### src/rtl/fetch_pc_if.sv
// Fetch-stage bus: instruction bytes and PC-update inputs in, decoded fields and status out.
interface fetch_pc_if #(
    parameter int unsigned CNT_W = 32
);
    logic [7:0]       byte0;
    logic [7:0]       byte1;
    logic [7:0]       byte2;
    logic [7:0]       byte3;
    logic [7:0]       byte4;
    logic [7:0]       byte5;
    logic [7:0]       byte6;
    logic [7:0]       byte7;
    logic [7:0]       byte8;
    logic [7:0]       byte9;
    logic             imem_error;
    logic             step_en;
    logic [63:0]      new_pc;
    logic [63:0]      PC;
    logic [3:0]       icode;
    logic [3:0]       ifun;
    logic [3:0]       rA;
    logic [3:0]       rB;
    logic [63:0]      valC;
    logic [63:0]      valP;
    logic             instr_valid;
    logic [2:0]       stat;
    logic [CNT_W-1:0] fetch_count;

    // Memory / PC-update side
    modport master (
        output byte0, byte1, byte2, byte3, byte4, byte5, byte6, byte7, byte8, byte9,
        output imem_error, step_en, new_pc,
        input  PC, icode, ifun, rA, rB, valC, valP, instr_valid, stat, fetch_count
    );

    // Fetch stage side
    modport slave (
        input  byte0, byte1, byte2, byte3, byte4, byte5, byte6, byte7, byte8, byte9,
        input  imem_error, step_en, new_pc,
        output PC, icode, ifun, rA, rB, valC, valP, instr_valid, stat, fetch_count
    );
endinterface

### src/rtl/fetch_pc_stage.sv
// Y86-64 SEQ fetch: PC register, instruction split/validation, sticky status.
module fetch_pc_stage #(
    parameter logic [63:0] RESET_PC = 64'd0,
    parameter int unsigned CNT_W    = 32
) (
    input  logic        clk,
    input  logic        reset,
    fetch_pc_if.slave   bus
);
    typedef enum logic [2:0] {
        S_AOK = 3'd1,
        S_HLT = 3'd2,
        S_ADR = 3'd3,
        S_INS = 3'd4
    } stat_e;

    stat_e            stat_q, stat_d;
    logic [63:0]      pc_q, pc_d;
    logic [CNT_W-1:0] cnt_q, cnt_d;

    logic [3:0]  icode, ifun;
    logic        need_regids, need_valC, instr_valid;
    logic [63:0] valC, valP;

    assign icode = bus.byte0[7:4];
    assign ifun  = bus.byte0[3:0];

    // Field classification and encoding legality
    always_comb begin
        need_regids = 1'b0;
        need_valC   = 1'b0;
        instr_valid = 1'b0;
        case (icode)
            4'h2, 4'h6, 4'hA, 4'hB: need_regids = 1'b1;
            4'h3, 4'h4, 4'h5:       begin need_regids = 1'b1; need_valC = 1'b1; end
            4'h7, 4'h8:             need_valC = 1'b1;
            default:                ;
        endcase
        case (icode)
            4'h0, 4'h1, 4'h3, 4'h4, 4'h5,
            4'h8, 4'h9, 4'hA, 4'hB: instr_valid = (ifun == 4'h0);
            4'h2, 4'h7:             instr_valid = (ifun <= 4'h6);
            4'h6:                   instr_valid = (ifun <= 4'h3);
            default:                instr_valid = 1'b0;
        endcase
    end

    // Constant word and sequential next address (wraps mod 2^64)
    always_comb begin
        valC = 64'd0;
        if (need_valC) begin
            valC = need_regids
                 ? {bus.byte9, bus.byte8, bus.byte7, bus.byte6,
                    bus.byte5, bus.byte4, bus.byte3, bus.byte2}
                 : {bus.byte8, bus.byte7, bus.byte6, bus.byte5,
                    bus.byte4, bus.byte3, bus.byte2, bus.byte1};
        end
        valP = pc_q + 64'd1 + 64'(need_regids) + (need_valC ? 64'd8 : 64'd0);
    end

    // Status next-state, PC load and commit counting
    always_comb begin
        stat_d = stat_q;
        pc_d   = pc_q;
        cnt_d  = cnt_q;
        if (stat_q == S_AOK && bus.step_en) begin
            cnt_d = cnt_q + CNT_W'(1);
            if (bus.imem_error)  stat_d = S_ADR;
            else if (!instr_valid) stat_d = S_INS;
            else if (icode == 4'h0) stat_d = S_HLT;
            else                   pc_d   = bus.new_pc;
        end
    end

    // State registers with synchronous reset
    always_ff @(posedge clk) begin
        if (reset) begin
            stat_q <= S_AOK;
            pc_q   <= RESET_PC;
            cnt_q  <= '0;
        end else begin
            stat_q <= stat_d;
            pc_q   <= pc_d;
            cnt_q  <= cnt_d;
        end
    end

    assign bus.PC          = pc_q;
    assign bus.stat        = stat_q;
    assign bus.fetch_count = cnt_q;
    assign bus.icode       = icode;
    assign bus.ifun        = ifun;
    assign bus.rA          = need_regids ? bus.byte1[7:4] : 4'hF;
    assign bus.rB          = need_regids ? bus.byte1[3:0] : 4'hF;
    assign bus.valC        = valC;
    assign bus.valP        = valP;
    assign bus.instr_valid = instr_valid;
endmodule

### src/flat_wrapper.sv
// flat-port wrapper written by rule: the top's interface ports become plain ports
module fetch_pc_stage_flat 
#(
    parameter logic [63:0] RESET_PC = 64'd0,
    parameter int unsigned CNT_W    = 32
)
  (clk, reset, bus_byte0, bus_byte1, bus_byte2, bus_byte3, bus_byte4, bus_byte5, bus_byte6, bus_byte7, bus_byte8, bus_byte9, bus_imem_error, bus_step_en, bus_new_pc, bus_PC, bus_icode, bus_ifun, bus_rA, bus_rB, bus_valC, bus_valP, bus_instr_valid, bus_stat, bus_fetch_count);
  fetch_pc_if #(.CNT_W(CNT_W)) bus_i ();
  input  logic clk;
  input  logic reset;
  input wire logic [$bits(bus_i.byte0)-1:0] bus_byte0;
  input wire logic [$bits(bus_i.byte1)-1:0] bus_byte1;
  input wire logic [$bits(bus_i.byte2)-1:0] bus_byte2;
  input wire logic [$bits(bus_i.byte3)-1:0] bus_byte3;
  input wire logic [$bits(bus_i.byte4)-1:0] bus_byte4;
  input wire logic [$bits(bus_i.byte5)-1:0] bus_byte5;
  input wire logic [$bits(bus_i.byte6)-1:0] bus_byte6;
  input wire logic [$bits(bus_i.byte7)-1:0] bus_byte7;
  input wire logic [$bits(bus_i.byte8)-1:0] bus_byte8;
  input wire logic [$bits(bus_i.byte9)-1:0] bus_byte9;
  input wire logic [$bits(bus_i.imem_error)-1:0] bus_imem_error;
  input wire logic [$bits(bus_i.step_en)-1:0] bus_step_en;
  input wire logic [$bits(bus_i.new_pc)-1:0] bus_new_pc;
  output wire logic [$bits(bus_i.PC)-1:0] bus_PC;
  output wire logic [$bits(bus_i.icode)-1:0] bus_icode;
  output wire logic [$bits(bus_i.ifun)-1:0] bus_ifun;
  output wire logic [$bits(bus_i.rA)-1:0] bus_rA;
  output wire logic [$bits(bus_i.rB)-1:0] bus_rB;
  output wire logic [$bits(bus_i.valC)-1:0] bus_valC;
  output wire logic [$bits(bus_i.valP)-1:0] bus_valP;
  output wire logic [$bits(bus_i.instr_valid)-1:0] bus_instr_valid;
  output wire logic [$bits(bus_i.stat)-1:0] bus_stat;
  output wire logic [$bits(bus_i.fetch_count)-1:0] bus_fetch_count;
  assign bus_i.byte0 = bus_byte0;
  assign bus_i.byte1 = bus_byte1;
  assign bus_i.byte2 = bus_byte2;
  assign bus_i.byte3 = bus_byte3;
  assign bus_i.byte4 = bus_byte4;
  assign bus_i.byte5 = bus_byte5;
  assign bus_i.byte6 = bus_byte6;
  assign bus_i.byte7 = bus_byte7;
  assign bus_i.byte8 = bus_byte8;
  assign bus_i.byte9 = bus_byte9;
  assign bus_i.imem_error = bus_imem_error;
  assign bus_i.step_en = bus_step_en;
  assign bus_i.new_pc = bus_new_pc;
  assign bus_PC = bus_i.PC;
  assign bus_icode = bus_i.icode;
  assign bus_ifun = bus_i.ifun;
  assign bus_rA = bus_i.rA;
  assign bus_rB = bus_i.rB;
  assign bus_valC = bus_i.valC;
  assign bus_valP = bus_i.valP;
  assign bus_instr_valid = bus_i.instr_valid;
  assign bus_stat = bus_i.stat;
  assign bus_fetch_count = bus_i.fetch_count;
  fetch_pc_stage #(.RESET_PC(RESET_PC), .CNT_W(CNT_W)) u_core (.clk(clk), .reset(reset), .bus(bus_i));
endmodule
### config.mk
export PLATFORM = sky130hd
export DESIGN_NAME = fetch_pc_stage_flat
export DESIGN_NICKNAME = d
export VERILOG_FILES = /design/src/rtl/fetch_pc_if.sv /design/src/rtl/fetch_pc_stage.sv /design/src/flat_wrapper.sv
export SDC_FILE = /design/constraint.sdc
export NUM_CORES = 1
export LEC_CHECK = 0
export CORE_AREA = 3 3 152 154
export DETAILED_ROUTE_END_ITERATION = 7
export DIE_AREA = 0 0 155 157
export PLACE_DENSITY_LB_ADDON = 0.12
export SETUP_SLACK_MARGIN = 0.15
export SLEW_MARGIN = 0
export SYNTH_ARGS = -nofsm -noshare
export SYNTH_HDL_FRONTEND = slang
export SYNTH_SLANG_ARGS = --single-unit
### constraint.sdc
create_clock -name clk -period 6.8 [get_ports clk]
set_input_delay 1.7 -clock clk [delete_from_list [all_inputs] [get_ports clk]]
set_output_delay 1.7 -clock clk [all_outputs]
set_load 0.02 [all_outputs]
Word-level counts from Yosys, hierarchy flattened --
Cells that the tools add are included.
Word-level totals: flip-flop bits (word level) 99, output and inout port bits 244, bits of input ports 148
Operators by class: eq/ne operators 13, order comparisons 2, reduce and logical (&&, ||, !) cells 9, add/subtract/negate cells 4, bitwise gates (word level) 2, mux-type cells 11
Operator list (count):
- $mux W64 | 2
- $add A64 B1 Y64 | 1
- $add A64 B1 Y64 const B | 1
- $add A64 B64 Y64 | 1
- $add A32 B1 Y32 const B | 1
- $eq A4 B3 Y1 const B | 4
- $eq A4 B4 Y1 const B | 4
- $mux W4 | 3
- $mux W3 | 3
- $reduce_or A9 Y1 | 1
- $eq A4 B2 Y1 const B | 2
- $logic_not A4 Y1 | 2
- $reduce_or A7 Y1 | 1
- $reduce_or A5 Y1 | 1
- $eq A4 B1 Y1 const B | 1
- $le A4 B2 Y1 const B | 1
- $le A4 B3 Y1 const B | 1
- $reduce_and A4 Y1 | 1
- $eq A3 B1 Y1 const B | 1
- $ne A3 B2 Y1 const B | 1
- $pmux W1 S3 | 1
- $mux W1 | 2
- $not A1 Y1 | 2
- $reduce_and A2 Y1 | 1
- 2 further kinds | 2

Depth between registers and ports, before layout --
Gate-level depths: netlist of run 1.
depth after elaboration 5, depth in mapped cells 16

Worst setup path after synthesis of run 1 --
OpenSTA, ideal clock, no wires.
path kind in2out, start point input bus_byte0[4], end point output bus_valP[56], stages on the path 15, data arrival time 4791 ps, path slack 309 ps, path through clkbuf_1 -> nor2_1 -> mux2i_1 -> o22a_2 -> clkbuf_1 -> buf_1 -> inv_1 -> ha_1 -> a31oi_1 -> nor3_2 -> and3_1 -> clkbuf_1 -> buf_2 -> nand4_1 -> xnor2_1
On the way: word-level cells in the longest chain between the ends 5, elaborated cells on any way between the ends 16
Ends and longest elaborated chain:
- from (decl) | RTL line flat_wrapper.sv:11 | input wire logic [$bits(bus_i.byte0)-1:0] bus_byte0;
- $eq A4 B2 Y1 (tied with other cells) | RTL line fetch_pc_stage.sv:33 | case (icode)
- $reduce_or A7 Y1 (no source line) / $reduce_or A5 Y1 (equally long branches)
- $mux W1 | RTL line fetch_pc_stage.sv:33
- $add A64 B1 Y64 / $mux W4 (equally long branches) | RTL line fetch_pc_stage.sv:58 | valP = pc_q + 64'd1 + 64'(need_regids) + (need_valC ? 64'd8 : 64'd0);
- $add A64 B64 Y64 (*) | RTL line fetch_pc_stage.sv:58
- to (decl) | RTL line flat_wrapper.sv:30 | output wire logic [$bits(bus_i.valP)-1:0] bus_valP;
Every way passes the cells marked *; elsewhere a longest branch is shown, timed or not.

Worst setup path after layout of run 1 --
start point input bus_byte0[6], end point output bus_valP[44]
Same word-level chain as after synthesis.

==> metrics, run 1 <==
status finished clean; hold_buf cts 0; MaxCap Viol Count 0; CTS root buffer clkbuf_16; Hold WC Path Type flop to flop; CTS tree built; Synth Instances 911; area delta synth->final 65.9%; post-route setup TNS 0 ps; Hold Vio Cnt, Final 0; Die Ht 157 um; post-DR wirelength/cell 18.2 um; Post-synth ARST share 0; syn avg cell area 7.35 um^2; leakage power 4.34 nW; CTS Buffer Depth 2; Final WS setup 195 ps; vias in the first global route 7224; layout cell share with drive strength beyond 1 0.139; syn nets 1063; CP endpoint kind output port; slowest CP cell clkdlybuf4s50_1; final WL 28.2 mm; Post-synth top flop dfxtp_1; post-synthesis cell area 0.00670 mm^2; FILL cells 2128; Seq cells post-synth 99; setup violators final 0; register area share after synthesis 0.296; fin nets 1416; Clock Latency Late Sink 350 ps; Core Box Area 0.0218 mm^2; Site Rows 54; final worst-path cycle share 0.971; cell area power density 137 mW/mm^2; Critical Path, Cell by Cell clkdlybuf4s50_1, buf_4, mux2_2, inv_2, ha_1, inv_1, ha_1, a31oi_2, nor3_2, and3_1, buf_4, nand4_1, xnor2_1, clkdlybuf4s50_1; clk slew on worst S/H paths 70 ps; Distinct cells, synth 48; gr usage total 0.219; post-route DRC violation count 0; Via density 4.88; CP max FO 14; Crit path largest cell delay 620 ps; GR Overflow Total 0; hold path depth 2; largest net degree at the start of global routing 73; gpl congestion 0.858; Initial Util 0.307; Crit path required time 5100 ps; initial antenna violation count 1; PortBufs 391; Detail Route Antenna Nets 0; number of I/O pins 392; f_max 151 MHz; RSZ-0062 raised after global routing true; Yosys top cell by area dfxtp_1; die area 0.0243 mm^2; final slew viol count 0; die width 155 um; hpwl dp 21.8 mm; total CTS buffers 9; VDD IR max 0.0929 mV; Crit Path Class input port to output port; R2R cell count 6; crit path time final 6610 ps; Area contributors post-synth dfxtp_1 30%, nand2_1 13%, a21oi_2 7.8%, xnor2_1 6.3%, a21oi_1 5.6%; pre-CTS setup slack 68.9 ps; share of the synthesized area in the top cell type 0.296; Worst-Margin Slew 1020 ps; CTS Sinks 99; startpoint types input port; Worst slew margin 0.313; initial DRC count 350; Post-synth EDFFs 0; skew final 12.6 ps; vias 7563; first-pass GRT wire length 42.0 mm; DRT Pass-1 Iters 4; Synthesis Warnings 0; Worst EP arrival 4910 ps; fin util 0.509; H-tree levels 3; Total Power 1.53 mW
[critical path: cells and delay by family]
kind | cells | cell delay (ps)
AO/OA/AOI/OAI | 1 | 250
AND/OR/NAND/NOR | 3 | 400
XOR/XNOR | 1 | 130
buffers and inverters | 6 | 1690
multiplexers | 1 | 340
adder cells (fa/ha/maj) | 2 | 370
[logic make-up (layout without fill, tap and decap cells)]
kind of cell | Yosys count | after routing | share of synthesized area
simple gates | 487 | 487 | 0.353
compound gates | 150 | 150 | 0.154
flops | 99 | 99 | 0.296
xor+xnor | 90 | 90 | 0.118
buf+inv | 79 | 437 | 0.0688
fa+ha+maj | 4 | 4 | 0.00747
mux | 2 | 2 | 0.00318
other cells | 0 | 1 | 0
[where the power goes]
group          internal [mW]  switching [mW]  leakage [nW]
clock network          0.293           0.254         0.154
logic                  0.186           0.196          3.39
registers              0.587          0.0114         0.798
total                   1.07           0.462          4.34
[final timing paths]
path                                                 start                         end  slack (ps)
worst max register to register          u_core.bus.stat[1]           u_core.bus.PC[33]        4380
worst min-delay path            u_core.bus.fetch_count[31]  u_core.bus.fetch_count[31]         480
worst max-delay path                          bus_byte0[6]                bus_valP[44]         190
worst min register to register  u_core.bus.fetch_count[31]  u_core.bus.fetch_count[31]         480
[sequential cells by signal, summed over array words and instances (netlist names)]
signal                  cells
u_core.bus.stat             3
u_core.bus.fetch_count     32
u_core.bus.PC              64
[per-stage QoR]
step	std cells	cell area (um^2)	hold slack, ps
floorplan	911	6700	550
finish	1550	11100	483
global placement	1531	10700	473
global route	1550	11100	516
detailed placement	1531	10700	479
CTS	1548	11000	491
[final cells by class]
class                   instances  area, um^2  share of cell area
clock inverters                 7        83.8             0.00754
inverters                      15        56.3             0.00507
repair buffers                406        4100               0.369
multi-input cells             733        4310               0.388
diodes                          1        2.50            0.000225
clock buffers                   9         225              0.0203
well taps                     280         350              0.0315
flip-flops and latches         99        1980               0.178
[cells in the mapped netlist, types with 6 or more instances]
library cell,n
a21oi_1,75
a21oi_2,60
and3_1,19
and4_1,7
buf_1,8
buf_4,11
buf_6,11
clkbuf_1,24
dfxtp_1,99
inv_1,15
nand2_1,230
nand2_2,60
nand2b_1,10
nand3_1,31
nand4_1,40
nor2_1,47
nor3_1,14
nor4_1,7
o21ai_0,6
xnor2_1,48
xor2_1,42
[what timing repair did]
action,4_1_cts,5_1_grt
setup endpoints to repair,8,32
resized for setup,10,34
buffers inserted,1,1
pin swaps,1,0
[placed cells by master (no fill, tap or decap), types with 2 or more instances in the layout]
master and count:
nand4b_1 2, a21oi_1 75, nor3_1 8, dlymetal6s2s_1 29, o21ai_0 6, or3_1 4, and2_1 4, inv_1 14
clkdlybuf4s50_1 355, clkinv_4 2, a21oi_2 60, nor3_2 8, and4_1 7, xnor2_1 48, clkbuf_16 9, nor2_1 47
ha_1 4, nand2_2 60, dfxtp_1 99, nor4_1 5, nand2_1 230, nand4_1 40, and3_1 19, xor2_1 42
inv_8 2, buf_4 16, nand2b_1 10, nor4_2 3, dlygate4sd2_1 5, nand3_1 31
[routing by layer]
metal,track usage,vias up,wire length [um]
li1,-,3755,-
met1,0.244,3487,10700
met2,0.395,279,14400
met3,0.0632,42,2160
met4,0.0807,0,944
met5,0,-,0
No activity file was read; power rests on OpenSTA's default activity.
==> inputs of run 2 (changes only) <==
Settings changed: CORE_AREA 3 3 152 154 to 3 3 151 153, DIE_AREA 0 0 155 157 to 0 0 154 156.
Clock period 6.8 ns to 8 ns, I/O delays scaled along.
==> run 2 against run 1 <==
Against the previous run:
- sequential share of layout area grew 0.26 points
- register-to-register slack gained 1000 ps
- utilization shrank 0.41 points
- via count shrank 0.48%
- final cell count shrank 0.45%
- total power shrank 13%
- critical endpoint is now bus_valP[34]
- highest routed layer unchanged
==> metrics, run 2 (same netlist as run 1, synthesis figures left out) <==
status finished clean; GR Overflow Total 0 (unchanged); die area 0.0240 mm^2 (-1.3%); R2R cell count 6 (unchanged); Die Ht 156 um (-0.64%); CTS root buffer clkbuf_16; CP endpoint kind output port; post-DR wirelength/cell 18.1 um (-0.66%); CTS Buffer Depth 2 (unchanged); Worst R2R End u_core.bus.PC[32]; CP max FO 14 (unchanged); R2R Setup Slk 5410 ps (+1030 ps); CTS tree built; Clock Latency Late Sink 350 ps (about the same); Crit Path Class input port to output port; number of I/O pins 392 (unchanged); Crit path buffers/inverters 4 (-2); area delta synth->final 63.6%; post-route DRC violation count 0 (unchanged); Layout Cells excl Fill 1543 (-0.45%); setup violators final 0 (unchanged); Worst EP arrival 5520 ps (+610 ps); commonest cells after routing, fill and taps aside 390 x clkdlybuf4s50_1, 230 x nand2_1, 99 x dfxtp_1, 75 x a21oi_1; r2r startpoint u_core.bus.stat[1]; Crit path required time 6000 ps (+900 ps); gr usage total 0.221 (+0.00220); Crit. Startpoint bus_byte0[6]; largest net degree at the start of global routing 73 (unchanged); vias in the first global route 7133 (-1.3%); Initial Util 0.309 (+0.00191); vias 7527 (-0.48%); leakage power 3.74 nW (-14%); CTS Sinks 99 (unchanged); hold_buf cts 0 (unchanged); max reg flops 64 (unchanged); Final WS setup 480 ps (+285 ps); post_cts resized 0 (-10); DRT Pass-1 Iters 4 (unchanged); CP top delay family buffers and inverters; placed cell count 1527 (-0.26%); final WL 27.9 mm (-1.1%); VDD IR max 0.0719 mV (-23%); Critical Path, Cell by Cell clkdlybuf4s50_1, nor2_1, mux2i_1, o22a_2, inv_1, ha_1, a31oi_1, buf_4, nor3_2, and3_1, nand4_1, xnor2_1, clkdlybuf4s50_1; H-tree levels 3 (unchanged); initial antenna violation count 0 (-1); PortBufs 391 (unchanged); RSZ-0062 raised after global routing false; f_max 133 MHz; WP depth 13 (-1); startpoint types input port; fin nets 1410 (-0.42%); first-pass GRT wire length 42.1 mm (+0.30%); most common library cell in the layout ignoring fill and taps clkdlybuf4s50_1; Site Rows 54 (unchanged); Hold Startpoint u_core.bus.PC[3]; hpwl dp 21.6 mm (-0.65%); cell area power density 121 mW/mm^2 (-12%); layout cell share with drive strength beyond 1 0.127 (-0.0120); CP Capture Point bus_valP[34]; skew final 9.87 ps (-2.69 ps); Crit path largest cell delay 690 ps (+70 ps); Worst-Margin Slew 1050 ps (+32.6 ps); clk slew on worst S/H paths 70 ps (about the same); gpl congestion 0.843 (-1.7%); crit path time final 7520 ps; total CTS buffers 9 (unchanged); Post-CTS Setup Bufs 0 (-1); ant diodes 0 (-1); final worst-path cycle share 0.940; final slew viol count 0 (unchanged); MaxCap Viol Count 0 (unchanged); Worst slew margin 0.297 (-0.0161); Via density 4.88 (about the same); Hold WS 490 ps (+6.66 ps); pre-CTS setup slack 487 ps (+418 ps); Core Box Area 0.0217 mm^2 (-0.62%); initial DRC count 315 (-10%); Detail Route Antenna Nets 0 (unchanged); Top cell by count, worst path clkdlybuf4s50_1; Hold WC Path Type flop to flop; Hold Vio Cnt, Final 0 (unchanged); die width 154 um (-0.65%); slowest CP cell clkdlybuf4s50_1; post-route setup TNS 0 ps (unchanged)
## run 2: changes by cell type in the layout (fill, tap and decap cells not counted), sizes merged
cell	before	now
clkdlybuf4s50	355	390
bufinv	1	2
buf	17	10
clkinv	3	1
dlymetal6s2s	29	0
clkinvlp	0	1
diode	1	0
dlygate4sd2	5	0
## run 2: area by class of cell
class | count | area, um^2
Fill cell | 2128 | 10700
Multi-Input combinational cell | 733 | 4250
Timing Repair Buffer | 400 | 3980
Sequential cell | 99 | 1980
Tap cell | 280 | 350
Clock buffer | 9 | 225
Clock inverter | 7 | 108
Inverter | 15 | 56.3
## run 2: worst min path at each step
stage                        end  slack [ps]  cells past startpoint
6_report        u_core.bus.PC[3]         490                      2
5_1_grt        u_core.bus.PC[63]         510                      2
4_1_cts        u_core.bus.PC[23]         490                      2
3_5_place_dp    u_core.bus.PC[3]         480                      2
3_3_place_gp   u_core.bus.PC[63]         470                      2
2_1_floorplan   u_core.bus.PC[0]         550                      2
## run 2: worst min-delay path: stages (launching register included)
cell	delay, ps
dfxtp_1	330
nand2_1	80
a21oi_2	50
## run 2: routing by layer
metal  global-route usage  wire length, um  up-vias
met2                0.403            14500      264
met5                    0                0        -
met1                0.250            10700     3484
li1                     -                -     3743
met3               0.0569             1960       36
met4               0.0749              761        0
## run 2: metrics by stage
stage                      util  power [mW]  instance area (um^2)
after global routing      0.505        1.39                 11000
final                     0.505        1.32                 11000
after floorplan               -       0.666                  6700
after CTS                 0.505        1.34                 11000
after detailed placement  0.490       0.844                 10600
after global placement    0.490       0.845                 10600
## run 2: where the power goes
part / internal (mW) / switching, mW
registers: 0.499 / 0.00992
clock network: 0.281 / 0.211
logic: 0.157 / 0.165
total: 0.937 / 0.386
